==> src/rtl/blowfish_decipher_if.sv <==
// rtl/blowfish_decipher_if.sv - request, result and key-schedule read ports of the Blowfish decipher
interface blowfish_decipher_if;
    logic        start;
    logic [31:0] xl_in;
    logic [31:0] xr_in;
    logic [9:0]  S_addr;
    logic [31:0] S_data;
    logic [4:0]  P_addr;
    logic [31:0] P_data;
    logic [31:0] xl_out;
    logic [31:0] xr_out;
    logic        busy;
    logic        done;

    modport slave (
        input  start, xl_in, xr_in, S_data, P_data,
        output S_addr, P_addr, xl_out, xr_out, busy, done
    );

    modport master (
        output start, xl_in, xr_in, S_data, P_data,
        input  S_addr, P_addr, xl_out, xr_out, busy, done
    );
endinterface

==> src/rtl/blowfish_decipher.sv <==
// rtl/blowfish_decipher.sv - multi-cycle Blowfish block decipher, one S-box/P-array read per cycle
// Each round is four S-box reads building F(x) in f_acc, then one P read that folds it into a half.
module blowfish_decipher #(
    parameter int NUM_ROUNDS = 16
) (
    input  logic                clk,
    input  logic                reset_l,
    blowfish_decipher_if.slave  bus
);

    localparam logic [4:0] ROUND_FIRST = 5'(NUM_ROUNDS);
    localparam logic [4:0] P_LAST      = 5'(NUM_ROUNDS + 1);

    typedef enum logic [3:0] {
        IDLE,
        INIT,
        F0,
        F1,
        F2,
        F3,
        PX,
        FIN,
        DONE
    } state_t;

    state_t      state_q,  state_d;
    logic [31:0] xl_q,     xl_d;
    logic [31:0] xr_q,     xr_d;
    logic [31:0] f_acc_q,  f_acc_d;
    logic [31:0] xl_out_q, xl_out_d;
    logic [31:0] xr_out_q, xr_out_d;
    logic [4:0]  round_q,  round_d;

    logic [9:0]  s_addr;
    logic [4:0]  p_addr;
    logic        busy;
    logic        done;
    logic [31:0] src;

    // Even rounds mix F(Xl) into Xr, odd rounds mix F(Xr) into Xl.
    assign src = round_q[0] ? xr_q : xl_q;

    always_ff @(posedge clk or negedge reset_l) begin
        if (!reset_l) begin
            state_q  <= IDLE;
            xl_q     <= '0;
            xr_q     <= '0;
            f_acc_q  <= '0;
            xl_out_q <= '0;
            xr_out_q <= '0;
            round_q  <= ROUND_FIRST;
        end else begin
            state_q  <= state_d;
            xl_q     <= xl_d;
            xr_q     <= xr_d;
            f_acc_q  <= f_acc_d;
            xl_out_q <= xl_out_d;
            xr_out_q <= xr_out_d;
            round_q  <= round_d;
        end
    end

    always_comb begin
        state_d  = state_q;
        xl_d     = xl_q;
        xr_d     = xr_q;
        f_acc_d  = f_acc_q;
        xl_out_d = xl_out_q;
        xr_out_d = xr_out_q;
        round_d  = round_q;
        s_addr   = '0;
        p_addr   = '0;
        busy     = (state_q != IDLE);
        done     = 1'b0;

        unique case (state_q)
            IDLE: begin
                if (bus.start) begin
                    xl_d    = bus.xl_in;
                    xr_d    = bus.xr_in;
                    state_d = INIT;
                end
            end
            INIT: begin
                p_addr  = P_LAST;
                xl_d    = xl_q ^ bus.P_data;
                round_d = ROUND_FIRST;
                state_d = F0;
            end
            F0: begin
                s_addr  = {2'd0, src[31:24]};
                f_acc_d = bus.S_data;
                state_d = F1;
            end
            F1: begin
                s_addr  = {2'd1, src[23:16]};
                f_acc_d = f_acc_q + bus.S_data;
                state_d = F2;
            end
            F2: begin
                s_addr  = {2'd2, src[15:8]};
                f_acc_d = f_acc_q ^ bus.S_data;
                state_d = F3;
            end
            F3: begin
                s_addr  = {2'd3, src[7:0]};
                f_acc_d = f_acc_q + bus.S_data;
                state_d = PX;
            end
            PX: begin
                p_addr = round_q;
                if (round_q[0]) begin
                    xl_d = xl_q ^ f_acc_q ^ bus.P_data;
                end else begin
                    xr_d = xr_q ^ f_acc_q ^ bus.P_data;
                end
                if (round_q == 5'd1) begin
                    state_d = FIN;
                end else begin
                    round_d = round_q - 5'd1;
                    state_d = F0;
                end
            end
            FIN: begin
                p_addr   = 5'd0;
                xl_out_d = xr_q ^ bus.P_data;
                xr_out_d = xl_q;
                state_d  = DONE;
            end
            DONE: begin
                done    = 1'b1;
                state_d = IDLE;
            end
            default: begin
                state_d = IDLE;
            end
        endcase
    end

    assign bus.S_addr = s_addr;
    assign bus.P_addr = p_addr;
    assign bus.xl_out = xl_out_q;
    assign bus.xr_out = xr_out_q;
    assign bus.busy   = busy;
    assign bus.done   = done;

endmodule

==> src/flat_wrapper.sv <==
// flat-port wrapper written by rule: the top's interface ports become plain ports
module blowfish_decipher_flat 
#(
    parameter int NUM_ROUNDS = 16
)
  (clk, reset_l, bus_start, bus_xl_in, bus_xr_in, bus_S_data, bus_P_data, bus_S_addr, bus_P_addr, bus_xl_out, bus_xr_out, bus_busy, bus_done);
  blowfish_decipher_if bus_i ();
  input  logic clk;
  input  logic reset_l;
  input wire logic [$bits(bus_i.start)-1:0] bus_start;
  input wire logic [$bits(bus_i.xl_in)-1:0] bus_xl_in;
  input wire logic [$bits(bus_i.xr_in)-1:0] bus_xr_in;
  input wire logic [$bits(bus_i.S_data)-1:0] bus_S_data;
  input wire logic [$bits(bus_i.P_data)-1:0] bus_P_data;
  output wire logic [$bits(bus_i.S_addr)-1:0] bus_S_addr;
  output wire logic [$bits(bus_i.P_addr)-1:0] bus_P_addr;
  output wire logic [$bits(bus_i.xl_out)-1:0] bus_xl_out;
  output wire logic [$bits(bus_i.xr_out)-1:0] bus_xr_out;
  output wire logic [$bits(bus_i.busy)-1:0] bus_busy;
  output wire logic [$bits(bus_i.done)-1:0] bus_done;
  assign bus_i.start = bus_start;
  assign bus_i.xl_in = bus_xl_in;
  assign bus_i.xr_in = bus_xr_in;
  assign bus_i.S_data = bus_S_data;
  assign bus_i.P_data = bus_P_data;
  assign bus_S_addr = bus_i.S_addr;
  assign bus_P_addr = bus_i.P_addr;
  assign bus_xl_out = bus_i.xl_out;
  assign bus_xr_out = bus_i.xr_out;
  assign bus_busy = bus_i.busy;
  assign bus_done = bus_i.done;
  blowfish_decipher #(.NUM_ROUNDS(NUM_ROUNDS)) u_core (.clk(clk), .reset_l(reset_l), .bus(bus_i));
endmodule
==> config.mk <==
export PLATFORM = sky130hd
export DESIGN_NAME = blowfish_decipher_flat
export DESIGN_NICKNAME = d
export VERILOG_FILES = /design/src/rtl/blowfish_decipher_if.sv /design/src/rtl/blowfish_decipher.sv /design/src/flat_wrapper.sv
export SDC_FILE = /design/constraint.sdc
export NUM_CORES = 1
export LEC_CHECK = 0
export CAP_MARGIN = 20
export CORE_MARGIN = 10
export CORE_UTILIZATION = 30
export CTS_BUF_LIST = sky130_fd_sc_hd__clkbuf_16
export DETAILED_ROUTE_END_ITERATION = 8
export PLACE_DENSITY_LB_ADDON = 0.3
export SYNTH_ARGS = -nofsm -noshare
export SYNTH_HDL_FRONTEND = slang
export SYNTH_SLANG_ARGS = --single-unit
==> constraint.sdc <==
create_clock -name clk -period 8.9 [get_ports clk]
set_clock_uncertainty 0.1 [all_clocks]
set_input_delay 1.78 -clock clk [delete_from_list [all_inputs] [get_ports clk]]
set_output_delay 1.78 -clock clk [all_outputs]
set_load 0.005 [all_outputs]
After elaboration in Yosys (flattened, before gate mapping)
Index checks and enable logic that the tools add are counted.

storage, ports and cells
  bits in registers = 169
  bits of input ports = 131
  output and inout port bits = 81
  word-level logic and storage cells = 55

operators by class
  $add $sub $neg = 2
  equal/unequal tests = 13
  mux-type cells = 16
  bitwise operators = 7
  reduce and logical (&&, ||, !) cells = 10

operator list
  operator               count
  $xor A32 B32 Y32       7
  $pmux W32 S3           2
  $mux W32               5
  $pmux W32 S2           1
  $pmux W10 S4           1
  $add A32 B32 Y32       1
  $pmux W4 S8            1
  $pmux W5 S2            2
  $eq A4 B3 Y1 const B   4
  $eq A4 B2 Y1 const B   2
  $ne A2 B2 Y1 const B   3
  $reduce_and A3 Y1      2
  $reduce_bool A3 Y1     2
  $eq A5 B1 Y1 const B   1
  $mux W5                1
  $sub A5 B1 Y5 const B  1
  $eq A4 B1 Y1 const B   1
  $eq A4 B4 Y1 const B   1
  $logic_not A4 Y1       1
  $mux W4                1
  $reduce_bool A2 Y1     2
  $reduce_bool A4 Y1     1
  $mux W3                1
  $ne A2 B1 Y1 const B   1
  3 further kinds        3

Longest topological paths before layout
Gate-level depths: netlist of run 1.

  depth after elaboration = 4
  mapped depth = 12
  gate-level depth less buffers = 12

Least setup slack after synthesis of run 1
No wires, ideal clock.

  path kind = input to register
  start = input bus_S_data[0]
  end = register u_core.f_acc_q[30]
  library setup time = 0.120 ns
  data arrival time = 3.933 ns
  required time = 8.680 ns
  slack = 4.747 ns
  stages = 12
  path buffers = 0
  cell sequence = ha_1 -> inv_1 -> fa_1 -> nor2b_4 -> o21ai_4 -> a21boi_2 -> o31ai_2 -> nand4_2 -> a2111oi_4 -> nor3_2 -> or3_1 -> a31o_1

between the ends
  word-level cells in the longest chain between the ends = 2

RTL lines
  what                    RTL line                                           RTL
  start: declaration      flat_wrapper.sv:13                                 input wire logic [$bits(bus_i.S_data)-1:0] bus_S_data;
  $add A32 B32 Y32        blowfish_decipher.sv:97, blowfish_decipher.sv:107
  $pmux W32 S3            blowfish_decipher.sv:76                            unique case (state_q)
  end signal: assignment  blowfish_decipher.sv:48                            f_acc_q <= '0;
  end signal: assignment  blowfish_decipher.sv:56                            f_acc_q <= f_acc_d;
  end: declaration        blowfish_decipher.sv:29                            logic [31:0] f_acc_q, f_acc_d;

Every way passes these cells.
A chain may end at the register's enable or synchronous reset.

Final worst setup path of run 1
  start = register u_core.state_q[0]
  end = output bus_P_addr[2]

between the ends
  word-level cells in the longest chain between the ends = 2
  elaborated cells between the ends (all ways) = 3
  classes of those cells = eq/ne (2); mux (1)

RTL lines
  what                                          RTL line                 RTL
  start: declaration                            blowfish_decipher.sv:26  state_t state_q, state_d;
  start signal: assignment                      blowfish_decipher.sv:53  state_q <= state_d;
  $eq A4 B3 Y1 or $eq A4 B1 Y1 (tied branches)  blowfish_decipher.sv:76
  $pmux W5 S2 (*)                               blowfish_decipher.sv:76
  end: declaration                              flat_wrapper.sv:16       output wire logic [$bits(bus_i.P_addr)-1:0] bus_P_addr;

Mark *: on every way between the ends. The rest lies on a longest branch, timed or not.

==> results of run 1 <==
cell type report:
cell class,count,area share
Clock inverter,15,0.01050
Timing Repair Buffer,229,0.1572
Multi-Input combinational cell,1034,0.4532
Tap cell,468,0.04093
Antenna cell,2,0.0003499
Sequential cell,169,0.2957
Clock buffer,17,0.02974
Inverter,47,0.01233
worst max-delay path by stage:
| stage | to | slack (ps) |
|---|---|---|
| after floorplan | u_core.f_acc_q[30] | 4750 |
| after global placement | u_core.f_acc_q[28] | 4030 |
| after detailed placement | u_core.f_acc_q[28] | 3990 |
| after CTS | bus_P_addr[3] | 3710 |
| after global routing | bus_P_addr[3] | 3520 |
| final | bus_P_addr[2] | 3740 |
kinds of logic after synthesis:
kind of cell | after synthesis
compound gates | 435
simple gates | 427
flops | 169
buf+inv | 136
xor+xnor | 115
fa+ha+maj | 34
mux | 23
placed cells by master, fill, tap and decap left out, types with 6 or more instances in the layout:
master           synthesis  final
a21o_1                  18     18
a21oi_1                 38     38
a221oi_1                26     26
a222oi_1                 8      8
a22oi_1                 38     38
and2_1                   6      6
buf_4                    2     18
clkbuf_16                0     17
clkdlybuf4s50_1          0    210
dfrtp_1                168    168
ha_1                    33     33
inv_1                   45     46
mux2i_1                 20     20
nand2_1                218    218
nand2b_1                11     11
nand3_1                 79     77
nor2_1                  67     66
nor3_1                  11     11
o21a_1                  39     39
o21ai_0                178    178
o22a_1                  10     10
o31ai_1                 34     34
xnor2_1                 45     45
xor2_1                  70     70
sequential cells by signal, summed over array words and instances, names as in the netlist:
| register | count |
|---|---|
| u_core.f_acc_q | 32 |
| u_core.state_q | 4 |
| u_core.bus.xr_out | 32 |
| u_core.round_q | 5 |
| u_core.bus.xl_out | 32 |
| u_core.xr_q | 32 |
| u_core.xl_q | 32 |
power by group:
part	leakage (nW)	internal, W	total [W]	switching, W
registers	2.02	0.00115	0.00166	0.000513
clock network	0.273	0.000414	0.000762	0.000348
logic	3.71	0.00131	0.00293	0.00162
total	6.00	0.00288	0.00536	0.00248
worst max-delay path, stage by stage (launching register included):
cell	delay, ps
dfrtp_1	360
buf_4	280
clkinv_1	290
nand2_1	180
nor2_4	130
buf_4	790
and2_1	250
clkdlybuf4s50_1	500
per-layer routing:
layer  track usage  up-vias  routed length, microns
met5             0        -                      13
met4       0.04987        2                     573
met3       0.03884       34                    2477
met2        0.2796      302                   18970
met1        0.2513     5209                   19860
li1              -     5094                       -
metrics by stage:
stage | setup WS (ps) | cells | instance area, sq um
2_1_floorplan | 4747 | 1339 | 11220
3_3_place_gp | 4026 | 1947 | 13720
3_5_place_dp | 3991 | 1947 | 13720
4_1_cts | 3706 | 1979 | 14300
5_1_grt | 3516 | 1981 | 14310
6_report | 3744 | 1981 | 14310
==> out/metrics.cfg, run 1 <==
[global_routing]
grt-ovfl-total = 0
grt_pass1_vias = 10270
antenna_found_initial = 3
gr-usage-all-layers = 0.1815
grt_pass1_wl_microns = 62790
grt_max_degree = 101

[floorplanning]
initial_core_util = 0.3050
ios = 212
dieArea_sq_um = 45540
num_rows = 70
die_x_microns = 213.4
coreArea_sq_um = 36790
fp.dieH_microns = 213.4

[cts]
cts_root_buf = clkbuf_16
cts_tree = done
cts_resized = 0
htree_levels = 4
clockBufferDepth = 2
insertion_delay_ps = 450
hold_buffers = 0
clkTransAtPathRegs_ps = 60
cts_sinks = 169
post-cts-setup-buffers = 0
cts_buffers = 17

[route]
via_per_inst = 5.372
drc = 0
routed_wl_microns = 41890
dr.first_iter.drc_count = 866
first_pass_iters = 5
ant_nets = 0
wire_per_inst_microns = 21.15
vias = 10640

[synth]
synth-adder-area-share = 0.03858
synth-async-reset-ratio = 1.000
synthMuxAreaShare = 0.02085
synth_compound_area_frac = 0.2561
synth_most_common_cell = nand2_1
yosysWarnings = 0
syn_nets = 1504
yosysSeqAreaShare = 0.3770
synth-simple-area-share = 0.1693
synthTopCellsByCount = nand2_1 (218), o21ai_0 (178), dfrtp_1 (168), nand3_1 (79), clkbuf_1 (75)
syn-mean-instance-area_sq_um = 8.380
synth_edf_count = 0
synth_cells = 1339
synth_top_area_share = 0.3747
yosys.cell_types.count = 74
ys.flop_type = dfrtp_1
synth.area.top_cells = dfrtp_1 (37%), o21ai_0 (7.9%), nand2_1 (7.3%), xor2_1 (5.5%), ha_1 (3.7%)
synth_top_family_by_area = compound AO/OA/AOI/OAI gates
yosysTopAreaCell = dfrtp_1
synth_seq_cells = 169
synthXorXnorAreaFrac = 0.08976
syn-cell-area_sq_um = 11220

[worst_setup_path]
critPathRequiredTime_ps = 7020
worstSetupStartpointType = register
r2r-start = u_core.state_q[0]
crit_path_end_kind = primary output
cp_data_arrival_time_ps = 3280
crit_path_max_fanout = 100
ff2ff_path_depth = 8
timing.rr.end = u_core.xl_q[11]
criticalPathCategory = register to primary output
crit_start = u_core.state_q[0]
regToRegSetupSlack_ps = 5240

[flow_run]
drv_cap = 0

[sta]
post-route-min-period_ps = 5156
rsz0062_at_grt = no
tightest_slew_ps = 1071
tns_ps = 0
max_slew_margin = 0.2863
fin_hold_ws_ps = 371.3
drv_slew = 0
finalHoldViolations = 0
fmax_mhz = 194.0
setup_viol = 0
finalCritPeriodShare = 0.5793

[placement]
port_buffers = 211
hpwl_microns = 30490
place_congestion = 0.8460

[cells_and_area]
multiInputGateArea_sq_um = 6484
nFillCells = 3708
drive_gt1_frac = 0.05096
area.sequential_sq_um = 4230
fin_nets = 1663
area_growth_syn_to_layout_pct = 27.49
fin_util = 0.3889

[power]
p_leak_nw = 6.005
ir_worst_vdd_uv = 167.7
power_w = 0.005358
power.density_nw_per_um2 = 374.6

[worst_hold_path]
min_to = u_core.bus.xr_out[14]
hp-class = register to register
min_path_cells = 2
min_from = u_core.bus.xr_out[14]

[status]
status = finished, final reports clean

Power figures use the tool's default switching activity.
==> run 2, diff against run 1 <==
==> constraint.sdc (replaced) <==
create_clock -name clk -period 4.75 [get_ports clk]
set_clock_uncertainty 0.1 [all_clocks]
set_input_delay 0.95 -clock clk [delete_from_list [all_inputs] [get_ports clk]]
set_output_delay 0.95 -clock clk [all_outputs]
set_load 0.005 [all_outputs]
==> run 2 against run 1 <==
Critical path depth shrank 1; setup slack got worse by 3100 ps; design area about the same; highest routed layer unchanged; wire length fell by 0.50%; clock-buffer cell count unchanged.
==> out/metrics.cfg, run 2 (same netlist as run 1, synthesis figures left out) <==
[sta]
tns_ps = 0
tightest_slew_ps = 983.0
finalHoldViolations = 0
setup_viol = 0
finalCritPeriodShare = 0.8594
post-route-min-period_ps = 4082
max_slew_margin = 0.3447
drv_slew = 0
fmax_mhz = 245.0
rsz0062_at_grt = no

[cts]
cts_buffers = 17
hold_buffers = 0
htree_levels = 4
clockBufferDepth = 2
clkTransAtPathRegs_ps = 60
cts_sinks = 169
post-cts-setup-buffers = 0
cts_root_buf = clkbuf_16
cts_tree = done
cts_resized = 0
insertion_delay_ps = 450

[worst_setup_path]
cp_data_arrival_time_ps = 3030
crit_path_max_fanout = 13
crit_path_end_kind = primary output
r2r-start = u_core.state_q[0]
path_cells = nand2b_1, nor2_1, nand2_1, o22a_1, o21ai_0, clkdlybuf4s50_1
crit_start = u_core.state_q[1]
worstSetupStartpointType = register
critPathRequiredTime_ps = 3700
criticalPathCategory = register to primary output
timing.rr.end = u_core.xl_q[1]
slowest_stage = clkdlybuf4s50_1
ff2ff_path_depth = 8
cp_slowest_stage_delay_ps = 580
regToRegSetupSlack_ps = 1430

[placement]
hpwl_microns = 31070
placed_area_sq_um = 13760
place_congestion = 0.8811
port_buffers = 211
place_inst = 1952

[floorplanning]
initial_core_util = 0.3050
die_x_microns = 213.4
num_rows = 70
dieArea_sq_um = 45540
ios = 212
coreArea_sq_um = 36790
fp.dieH_microns = 213.4

[route]
vias = 10680
first_pass_iters = 5
wire_per_inst_microns = 21.02
routed_wl_microns = 41690
ant_nets = 0
via_per_inst = 5.387
dr.first_iter.drc_count = 885
drc = 0

[global_routing]
antenna_found_initial = 3
grt_max_degree = 94
grt-ovfl-total = 0
grt_pass1_vias = 10390
gr-usage-all-layers = 0.1818
grt_pass1_wl_microns = 63200

[cells_and_area]
fin_nets = 1669
final_cell_mix = nand2_1 (218), clkdlybuf4s50_1 (210), o21ai_0 (178)
final_common_cell = nand2_1
area_growth_syn_to_layout_pct = 27.40
layoutNonFillerInstCount = 1983
nFillCells = 3712
final_area_sq_um = 14300
drive_gt1_frac = 0.05288

[flow_run]
drv_cap = 0

[worst_hold_path]
min_from = u_core.bus.xr_out[25]
hp-class = register to register
min_path_cells = 2
min_to = u_core.bus.xr_out[25]

[power]
ir_worst_vdd_uv = 409.0
p_leak_nw = 6.010
power_w = 0.009947
power.density_nw_per_um2 = 695.8

[status]
status = finished, final reports clean

run 2: routing by layer:
layer,up-vias,track usage,routed length (microns)
li1,5098,-,-
met1,5199,0.2547,19700
met2,346,0.2810,18810
met3,38,0.03168,2493
met4,2,0.05255,659
met5,-,0,20
run 2: through the flow:
stage | setup WS (ps) | util | hold WS, ps
finish | 667.8 | 0.3886 | 377.4
global route | 579.0 | 0.3886 | 398.0
CTS | 634.8 | 0.3881 | 379.7
detailed placement | 674.6 | 0.3741 | 363.6
global placement | 692.1 | 0.3741 | 360.3
floorplan | 1427 | - | 369.9
run 2: how the worst max path moves through the flow:
stage                               endpoint  slack (ps)  cells past startpoint
after floorplan           u_core.f_acc_q[30]        1430                     12
after global placement    u_core.f_acc_q[28]         690                     13
after detailed placement  u_core.f_acc_q[28]         670                     13
after CTS                      bus_S_addr[5]         630                      5
after global routing           bus_S_addr[3]         580                      6
final                          bus_S_addr[3]         670                      6
run 2: cell type report:
class	instances	area [sq um]	share of cell area
multi-input combinational	1034	6484	0.4536
sequential	169	4230	0.2959
timing repair buffer	235	2301	0.1610
tap	468	585.6	0.04096
clock buffer	17	425.4	0.02976
inverter	47	176.4	0.01234
clock inverter	11	87.58	0.006127
antenna	2	5.005	0.0003501
run 2: worst max-delay path: cells and delay by family, from the launching register on:
family	cells	cell delay (ps)
AO/OA/AOI/OAI	2	520
buffers and inverters	1	580
AND/OR/NAND/NOR	3	920
flip-flops	1	560
run 2: power by group:
group | switching [W] | total, W | internal [W]
Combinational | 0.00302 | 0.00551 | 0.00249
Sequential | 0.000969 | 0.00312 | 0.00216
Clock | 0.000611 | 0.00131 | 0.000701
Total | 0.00460 | 0.00995 | 0.00535
